[config.mk]
export PLATFORM = sky130hd
export DESIGN_NAME = delay_trainer_flat
export DESIGN_NICKNAME = d
export VERILOG_FILES = /design/src/rtl/delay_trainer_if.sv /design/src/rtl/delay_trainer.sv /design/src/flat_wrapper.sv
export SDC_FILE = /design/constraint.sdc
export NUM_CORES = 1
export LEC_CHECK = 0
export ABC_AREA = 1
export CAP_MARGIN = 15
export CELL_PAD_IN_SITES_DETAIL_PLACEMENT = 0
export CELL_PAD_IN_SITES_GLOBAL_PLACEMENT = 1
export CORE_ASPECT_RATIO = 0.9
export CORE_MARGIN = 8
export CORE_UTILIZATION = 35
export CTS_CLUSTER_SIZE = 28
export DETAILED_ROUTE_END_ITERATION = 6
export GPL_ROUTABILITY_DRIVEN = 0
export HOLD_SLACK_MARGIN = 0.02
export PLACE_DENSITY = 0.76
export SLEW_MARGIN = 20
export SYNTH_ARGS = -nofsm -noshare
export SYNTH_HDL_FRONTEND = slang
export SYNTH_SLANG_ARGS = --single-unit
[constraint.sdc]
create_clock -name clk -period 3.5 [get_ports clk]
set_input_delay 0.875 -clock clk [delete_from_list [all_inputs] [get_ports clk]]
set_output_delay 0.875 -clock clk [all_outputs]
set_load 0.05 [all_outputs]
[src/rtl/delay_trainer_if.sv]
// Delay control bus between the trainer (master) and the delay control
// block (slave): tap stepping/load strobes out, current tap value back.
interface delay_trainer_if;
  logic       faster;
  logic       slower;
  logic       write;
  logic [7:0] writedata;
  logic [7:0] delay_cur;

  modport master (output faster, output slower, output write, output writedata,
                  input delay_cur);
  modport slave  (input faster, input slower, input write, input writedata,
                  output delay_cur);
endinterface

[src/rtl/delay_trainer.sv]
// delay_trainer: sweeps the delay tap DELAY_MIN..DELAY_MAX, counts receiver
// errors over WINDOW_LEN valid samples per tap, tracks the longest error-free
// run and writes back its centre (or the original tap if nothing passed).
// Optional macro DELAY_TRAINER_THRESH_EN adds err_thresh: a tap passes when
// its error count is <= the threshold sampled at start.
module delay_trainer #(
  parameter int DELAY_MIN     = 8,
  parameter int DELAY_MAX     = 15,
  parameter int WINDOW_LEN    = 256,
  parameter int CNT_W         = 16,
  parameter int SETTLE_CYCLES = 4,
  localparam int NTAPS        = DELAY_MAX - DELAY_MIN + 1
) (
  input  logic                clk,
  input  logic                reset_n,
  input  logic                start,
  input  logic                sample_valid,
  input  logic                sample_error,
`ifdef DELAY_TRAINER_THRESH_EN
  input  logic [CNT_W-1:0]    err_thresh,
`endif
  delay_trainer_if.master     dc,
  output logic                busy,
  output logic                done,
  output logic                fail,
  output logic [7:0]          best_delay,
  output logic [NTAPS-1:0]    pass_mask
);
  localparam int IDX_W = $clog2(NTAPS);
  localparam int SMP_W = $clog2(WINDOW_LEN + 1);
  localparam int SET_W = $clog2(SETTLE_CYCLES + 1);

  typedef enum logic [2:0] {IDLE, LOAD, SETTLE, MEASURE, STEP, APPLY} state_t;

  state_t             state, state_nxt;
  logic [IDX_W-1:0]   idx;
  logic [SET_W-1:0]   settle_cnt;
  logic [SMP_W-1:0]   smp_cnt;
  logic [CNT_W-1:0]   err_cnt, err_nxt;
  logic [7:0]         orig;
  logic [7:0]         cur_start, cur_len, best_start, best_len;
  logic [7:0]         run_start_nxt, run_len_nxt, apply_data;
  logic               win_end, settle_end, tap_pass;
`ifdef DELAY_TRAINER_THRESH_EN
  logic [CNT_W-1:0]   thresh_q;
`endif

  function automatic logic [CNT_W-1:0] sat_inc(input logic [CNT_W-1:0] v,
                                               input logic inc);
    if (inc && (v != '1)) return v + 1'b1;
    else                  return v;
  endfunction

  function automatic logic [7:0] run_centre(input logic [7:0] s,
                                            input logic [7:0] l);
    return 8'(DELAY_MIN) + s + ((l - 8'd1) >> 1);
  endfunction

  assign err_nxt       = sat_inc(err_cnt, sample_valid & sample_error);
  assign win_end       = (state == MEASURE) && sample_valid &&
                         (smp_cnt == SMP_W'(WINDOW_LEN - 1));
  assign settle_end    = (settle_cnt == SET_W'(SETTLE_CYCLES - 1));
`ifdef DELAY_TRAINER_THRESH_EN
  assign tap_pass      = (err_nxt <= thresh_q);
`else
  assign tap_pass      = (err_nxt == '0);
`endif
  assign run_len_nxt   = cur_len + 8'd1;
  assign run_start_nxt = (cur_len == 8'd0) ? 8'(idx) : cur_start;
  assign apply_data    = (best_len != 8'd0) ? run_centre(best_start, best_len) : orig;
  assign busy          = (state != IDLE);

  // State register
  always_ff @(posedge clk or negedge reset_n) begin
    if (!reset_n) state <= IDLE;
    else          state <= state_nxt;
  end

  // Next-state logic
  always_comb begin
    state_nxt = state;
    case (state)
      IDLE:    if (start) state_nxt = LOAD;
      LOAD:    state_nxt = SETTLE;
      SETTLE:  if (settle_end) state_nxt = MEASURE;
      MEASURE: if (win_end) state_nxt = (idx == IDX_W'(NTAPS - 1)) ? APPLY : STEP;
      STEP:    state_nxt = SETTLE;
      APPLY:   state_nxt = IDLE;
      default: state_nxt = IDLE;
    endcase
  end

  // Delay control strobes, decoded from the state only so write/slower never overlap
  always_comb begin
    dc.faster    = 1'b0;
    dc.slower    = 1'b0;
    dc.write     = 1'b0;
    dc.writedata = 8'd0;
    case (state)
      LOAD:  begin dc.write = 1'b1; dc.writedata = 8'(DELAY_MIN); end
      STEP:  dc.slower = 1'b1;
      APPLY: begin dc.write = 1'b1; dc.writedata = apply_data; end
      default: ;
    endcase
  end

  // Control counters and sticky result outputs
  always_ff @(posedge clk or negedge reset_n) begin
    if (!reset_n) begin
      idx        <= '0;
      settle_cnt <= '0;
      pass_mask  <= '0;
      done       <= 1'b0;
      fail       <= 1'b0;
      best_delay <= 8'd0;
    end else begin
      settle_cnt <= (state == SETTLE) ? settle_cnt + 1'b1 : '0;
      case (state)
        IDLE: if (start) begin
          pass_mask <= '0;
          done      <= 1'b0;
          fail      <= 1'b0;
        end
        LOAD:    idx <= '0;
        STEP:    idx <= idx + 1'b1;
        MEASURE: if (win_end) pass_mask[idx] <= tap_pass;
        APPLY: begin
          best_delay <= apply_data;
          if (best_len != 8'd0) done <= 1'b1;
          else                  fail <= 1'b1;
        end
        default: ;
      endcase
    end
  end

  // Per-tap sample/error counters and incremental best-run tracking
  always_ff @(posedge clk) begin
    if (state == MEASURE) begin
      if (sample_valid) smp_cnt <= smp_cnt + 1'b1;
      err_cnt <= err_nxt;
    end else begin
      smp_cnt <= '0;
      err_cnt <= '0;
    end
    if ((state == IDLE) && start) begin
      orig       <= dc.delay_cur;
      cur_start  <= 8'd0;
      cur_len    <= 8'd0;
      best_start <= 8'd0;
      best_len   <= 8'd0;
`ifdef DELAY_TRAINER_THRESH_EN
      thresh_q   <= err_thresh;
`endif
    end else if (win_end) begin
      if (tap_pass) begin
        cur_start <= run_start_nxt;
        cur_len   <= run_len_nxt;
        if (run_len_nxt > best_len) begin
          best_start <= run_start_nxt;
          best_len   <= run_len_nxt;
        end
      end else begin
        cur_len <= 8'd0;
      end
    end
  end
endmodule

[src/flat_wrapper.sv]
// flat-port wrapper written by rule: the top's interface ports become plain ports
module delay_trainer_flat 
#(
  parameter int DELAY_MIN     = 8,
  parameter int DELAY_MAX     = 15,
  parameter int WINDOW_LEN    = 256,
  parameter int CNT_W         = 16,
  parameter int SETTLE_CYCLES = 4,
  localparam int NTAPS        = DELAY_MAX - DELAY_MIN + 1
)
  (clk, reset_n, start, sample_valid, sample_error, busy, done, fail, best_delay, pass_mask, dc_faster, dc_slower, dc_write, dc_writedata, dc_delay_cur);
  delay_trainer_if dc_i ();
  input  logic clk;
  input  logic reset_n;
  input  logic start;
  input  logic sample_valid;
  input  logic sample_error;
  output logic busy;
  output logic done;
  output logic fail;
  output logic [7:0] best_delay;
  output logic [NTAPS-1:0] pass_mask;
  output wire logic [$bits(dc_i.faster)-1:0] dc_faster;
  output wire logic [$bits(dc_i.slower)-1:0] dc_slower;
  output wire logic [$bits(dc_i.write)-1:0] dc_write;
  output wire logic [$bits(dc_i.writedata)-1:0] dc_writedata;
  input wire logic [$bits(dc_i.delay_cur)-1:0] dc_delay_cur;
  assign dc_faster = dc_i.faster;
  assign dc_slower = dc_i.slower;
  assign dc_write = dc_i.write;
  assign dc_writedata = dc_i.writedata;
  assign dc_i.delay_cur = dc_delay_cur;
  delay_trainer #(.DELAY_MIN(DELAY_MIN), .DELAY_MAX(DELAY_MAX), .WINDOW_LEN(WINDOW_LEN), .CNT_W(CNT_W), .SETTLE_CYCLES(SETTLE_CYCLES)) u_core (.clk(clk), .reset_n(reset_n), .start(start), .sample_valid(sample_valid), .sample_error(sample_error), .dc(dc_i), .busy(busy), .done(done), .fail(fail), .best_delay(best_delay), .pass_mask(pass_mask));
endmodule
# Word-level counts from Yosys, hierarchy flattened
# Cells that the tools add are included.
dict set report op_classes {
  n_addsub 8
  n_lt_le_gt_ge 3
  n_mux 25
  bitwise 1
  n_reduce_logical 21
  eq_ne 14
}
# operator count
set ops {}
lappend ops {{2-to-1 mux 8 bit} 5}
lappend ops {{one-hot mux 8 bit (2 select lines)} 2}
lappend ops {{adder 16 x 1 -> 16 bit (second input constant)} 1}
lappend ops {{logical NOT 16 bit} 1}
lappend ops {{2-to-1 mux 16 bit} 1}
lappend ops {{!= test 16 bit (second input constant)} 1}
lappend ops {{AND reduction 3 bit} 5}
lappend ops {{2-to-1 mux 3 bit} 4}
lappend ops {{one-hot mux 3 bit (4 select lines)} 1}
lappend ops {{adder 9 x 1 -> 9 bit (second input constant)} 1}
lappend ops {{== test 3 x 2 -> 1 bit (second input constant)} 3}
lappend ops {{== test 3 bit (second input constant)} 3}
lappend ops {{== test 9 x 8 -> 1 bit (second input constant)} 1}
lappend ops {{adder 4 x 8 -> 8 bit (first input constant)} 1}
lappend ops {{adder 8 x 1 -> 8 bit (second input constant)} 1}
lappend ops {{adder 8 x 7 -> 8 bit} 1}
lappend ops {{bitwise mux 8 bit} 1}
lappend ops {{> comparator 8 bit} 1}
lappend ops {{logical NOT 8 bit} 1}
lappend ops {{nonzero test 8 bit} 1}
lappend ops {{subtractor 8 x 1 -> 8 bit (second input constant)} 1}
lappend ops {{2-to-1 mux 1 bit} 7}
lappend ops {{adder 3 x 1 -> 3 bit (second input constant)} 2}
lappend ops {{!= test 2 x 1 -> 1 bit (second input constant)} 3}
lappend ops {{14 further kinds} 23}
dict set report totals {
  output_inout_bits 30
  inputBits 13
  regBits 92
  wordCells 86
}

# Longest topological paths before layout
dict set report logic_depth {
  depth_word 7
  depth_mapped 19
  depth_no_buf 17
}

# Least setup slack after synthesis
# No wires, ideal clock.
dict set report synth_path {
  path_type {register to output}
  start {reg u_core.state[0]}
  end {out dc_writedata[7]}
  slack_ns -0.502
  t_arrival_ns 3.127
  path_stages_with_launch 9
  path_buffers 0
  t_required_ns 2.625
  cell_sequence {dfrtp_1 inv_1 nor2_1 inv_1 nor2_1 clkinv_1 nor2_1 inv_1 o21ai_0}
}
dict set report synth_via {
  elab_chain_cells 2
  word_cells_on_any_way 3
  cone_classes {eq/ne (2); mux (1)}
}
# item line_no
set synth_rtl {}
lappend synth_rtl {{start: declaration} delay_trainer.sv:35} ;# state_t state, state_nxt;
lappend synth_rtl {{start signal: assignment} delay_trainer.sv:76} ;# else state <= state_nxt;
lappend synth_rtl {{== test 3 bit or == test 3 x 1 -> 1 bit (tied branches)} delay_trainer.sv:99} ;# case (state)
lappend synth_rtl {{one-hot mux 8 bit (2 select lines) *} delay_trainer.sv:99}
lappend synth_rtl {{end: declaration} flat_wrapper.sv:26} ;# output wire logic [$bits(dc_i.writedata)-1:0] dc_writedata;
# Mark *: on every way between the ends. The rest lies on a longest branch, timed or not.

# Worst setup path after layout
dict set report layout_path {
  start {reg u_core.best_len[1]}
  end {out dc_writedata[7]}
}
dict set report layout_via {
  elab_chain_cells 4
  word_cells_on_any_way 5
  cone_classes {add/sub (2); mux (2); reduce/logical (1)}
}
# item line_no
set layout_rtl {}
lappend layout_rtl {{start: declaration} delay_trainer.sv:41} ;# logic [7:0] cur_start, cur_len, best_start, best_len;
lappend layout_rtl {{start signal: assignment} delay_trainer.sv:161} ;# best_len <= run_len_nxt;
lappend layout_rtl {{subtractor 8 x 1 -> 8 bit} delay_trainer.sv:56} ;# return 8'(DELAY_MIN) + s + ((l - 8'd1) >> 1);
lappend layout_rtl {{adder 8 x 7 -> 8 bit} delay_trainer.sv:56}
lappend layout_rtl {{2-to-1 mux 8 bit *} delay_trainer.sv:70} ;# assign apply_data = (best_len != 8'd0) ? run_centre(best_start, best_len) : orig;
lappend layout_rtl {{one-hot mux 8 bit (2 select lines) *} delay_trainer.sv:99}
# Marked as above.

==> run metrics <==
largest stage delay on the critical path between 0.3 and 0.4 ns; number of DRC violations after detailed-routing iteration 0 between 200 and 250; Hold Crit Depth 1; critical path class flop to output port; hpwl dp 9710 um; buffers plus inverters on the worst setup path 2; Overflow after GRT 0; yosys warns 0; final wirelength between 10000 and 15000 um; Finished Layout Cells around 1100; Hold WC Path Type flop to flop; vias in the first global route about 4700; post-synthesis sequential area ratio 0.378; slowest stage cell, crit path dfxtp_2; IO Pins 43; post-synthesis register bit count between 90 and 100; Worst Skew between 0.003 and 0.004 ns; largest net degree at the start of global routing 30; CTS Sinks 92; vias per inst around 4.5; Post-synth EDFFs 8; top-area cell type share of the netlist area 0.210; Avg Cell Area, Syn between 6 and 7 um^2; DP Worst Slack -0.0230 ns; normalized max-slew margin 0.587; ANT cells 0; drt pass-1 iters 4; most instantiated cells after synthesis 250 x nand2_1, 106 x nor2_1, 102 x inv_1; Synth async-reset ratio 0.293; clk_lat worst skew about 0.34 ns; placed cells a little over 1000; critical path depth 15; final total power around 0.0027 W; minimum clock period after layout ~3.7 ns; FF-to-FF path depth 15; clock slew at reported path FFs around 0.070 ns; violated checks setup timing; DRC Markers 0; final setup fails 4; Area Growth Syn to Fin 23.5%; DIE AREA between 0.015 and 0.02 mm^2; # Max-Cap Violations 0; final hold vios 0; Worst Setup End Kind output port; synth top area cells dfxtp_1 21%, nand2_1 17%, dfrtp_1 12%, ha_1 7.4%, nor2_1 7.3%; Die X approximately 150 um; syn nets approximately 840; total CTS buffers 9; delay-heaviest family, CP adder cells; first-pass GRT wire length about 23000 um; Max IR drop VDD approximately 0.22 mV; post-route ant nets 0; clk buf depth 2; gr usage total 0.139; initial antenna violation count 0; Fill cells 1601; mean routed wirelength per cell roughly 12 um; CP max FO 2; Leak 3.37 nW; Power Dens Cells slightly above 400 mW/mm^2; row count 43; CP Data Arrival Time approximately 2.9 ns; Syn Std Cell Area roughly 0.0054 mm^2; hold bufs inserted after CTS 0; Yosys top cell by area dfxtp_1; top-count cell post-synth nand2_1; RSZ-0062 raised after global routing true; Die Y 134 um; worst-margin pin slew just over 0.6 ns; status complete, but fails checks; H-tree Lvls 3; core area between 0.015 and 0.02 mm^2; layout cells sized above 1 0.117; Synth Instances between 700 and 800; CTS tree built; # nets final 898; Netlist cell types 39; clk root buf clkbuf_16; f_max 267 MHz; Initial Util 0.355; startpoint types flop; prevailing post-synth register cell dfxtp_1; Critical Path RT about 2.6 ns; crit-path cells inv_2, ha_4, xor2_1, ha_1, ha_2, fa_2, a21oi_2, o21bai_1, nand2_1, nand2_1, a21oi_2, o21ai_1, a21o_1, o21ai_2, buf_12; final worst-path cycle share 1.07; Slew Viols, Final 0; Final Worst Setup Slack -0.246 ns; via count just under 5000; Buffers on Ports 41
[registers in the layout (all words and copies together), names as in the netlist]
register           count
u_core.done            1
u_core.idx             3
u_core.settle_cnt      3
u_core.cur_len         8
u_core.fail            1
u_core.pass_mask       8
u_core.best_start      8
u_core.cur_start       8
u_core.orig            8
u_core.best_delay      8
u_core.smp_cnt         9
u_core.best_len        8
u_core.state           3
u_core.err_cnt        16
[repair_timing]
action,in CTS,in global routing
pin swaps,16,9
setup buffers,3,4
endpoints found under the setup margin,5,5
resized for setup,27,3
[cell usage in the layout (no fill, tap or decap), drive strengths merged, types with 2 or more instances in the layout]
master,count
a21o,3
a21oi,22
buf,37
bufinv,2
clkbuf,10
clkdlybuf4s50,33
clkinv,2
clkinvlp,2
dfrtp,27
dfxtp,57
edfxtp,8
ha,32
inv,110
nand2,257
nand3,31
nand3b,4
nand4,21
nor2,115
nor3,22
nor4,2
o21a,2
o21ai,31
xor2,18
[routing by layer]
layer / part of all wire / track usage / vias to the layer above / wire length [um]
met5: 0 / 0 / - / 0
met4: 0.013 / 0.0470 / 0 / 165
met3: 0.037 / 0.0229 / 12 / 486
met2: 0.43 / 0.215 / 71 / 5580
li1: - / - / 2604 / -
met1: 0.52 / 0.192 / 2122 / 6880
[per-stage QoR]
stage	TNS, ns	utilization	hold slack (ns)	area [um^2]
finish	-0.445	0.439	0.433	6720
global route	-1.04	0.439	0.472	6720
CTS	-0.421	0.436	0.442	6680
detailed placement	-0.0230	0.407	0.425	6240
global placement	0	0.407	0.426	6240
floorplan	0	-	0.410	5450
[final timing paths]
| check | from | end | slack, ns |
|---|---|---|---|
| max | u_core.best_len[1] | dc_writedata[7] | -0.25 |
| min | u_core.settle_cnt[0] | u_core.settle_cnt[0] | 0.43 |
| max reg2reg | u_core.cur_len[0] | u_core.best_len[2] | 0.43 |
| min reg2reg | u_core.settle_cnt[0] | u_core.settle_cnt[0] | 0.43 |
| max in group asynchronous | reset_n | u_core.state[0] | 2.33 |
| min in group asynchronous | reset_n | u_core.fail | 0.90 |
[cells by family (layout without fill, tap and decap cells)]
family / count (synthesis) / count (layout) / share of synthesized area
buffers and inverters: 128 / 196 / 0.0972
xor gates and xnor gates: 18 / 18 / 0.0289
AOI/OAI and AO/OA: 64 / 64 / 0.0639
and+or+nand+nor: 453 / 453 / 0.354
adders and majority gates: 33 / 33 / 0.0772
other: 1 / 1 / 0.000689
DFF: 92 / 92 / 0.378
[report_power, final]
part / internal [W] / switching [W] / total (W)
clock: 0.000650 / 0.000426 / 0.00108
combinational: 0.000156 / 0.000267 / 0.000423
sequential: 0.00114 / 0.0000875 / 0.00122
total: 0.00194 / 0.000781 / 0.00272
[area by class of cell]
cell class                 instances  area (um^2)  share of cell area
clock buffer                      10          239              0.0355
clock inverter                     6         92.6              0.0138
inverter                         110          415              0.0618
multi-input combinational        569         2950               0.439
sequential                        92         2060               0.306
tap                              202          253              0.0376
timing repair buffer              70          711               0.106
(Power assumes the default switching activity.)
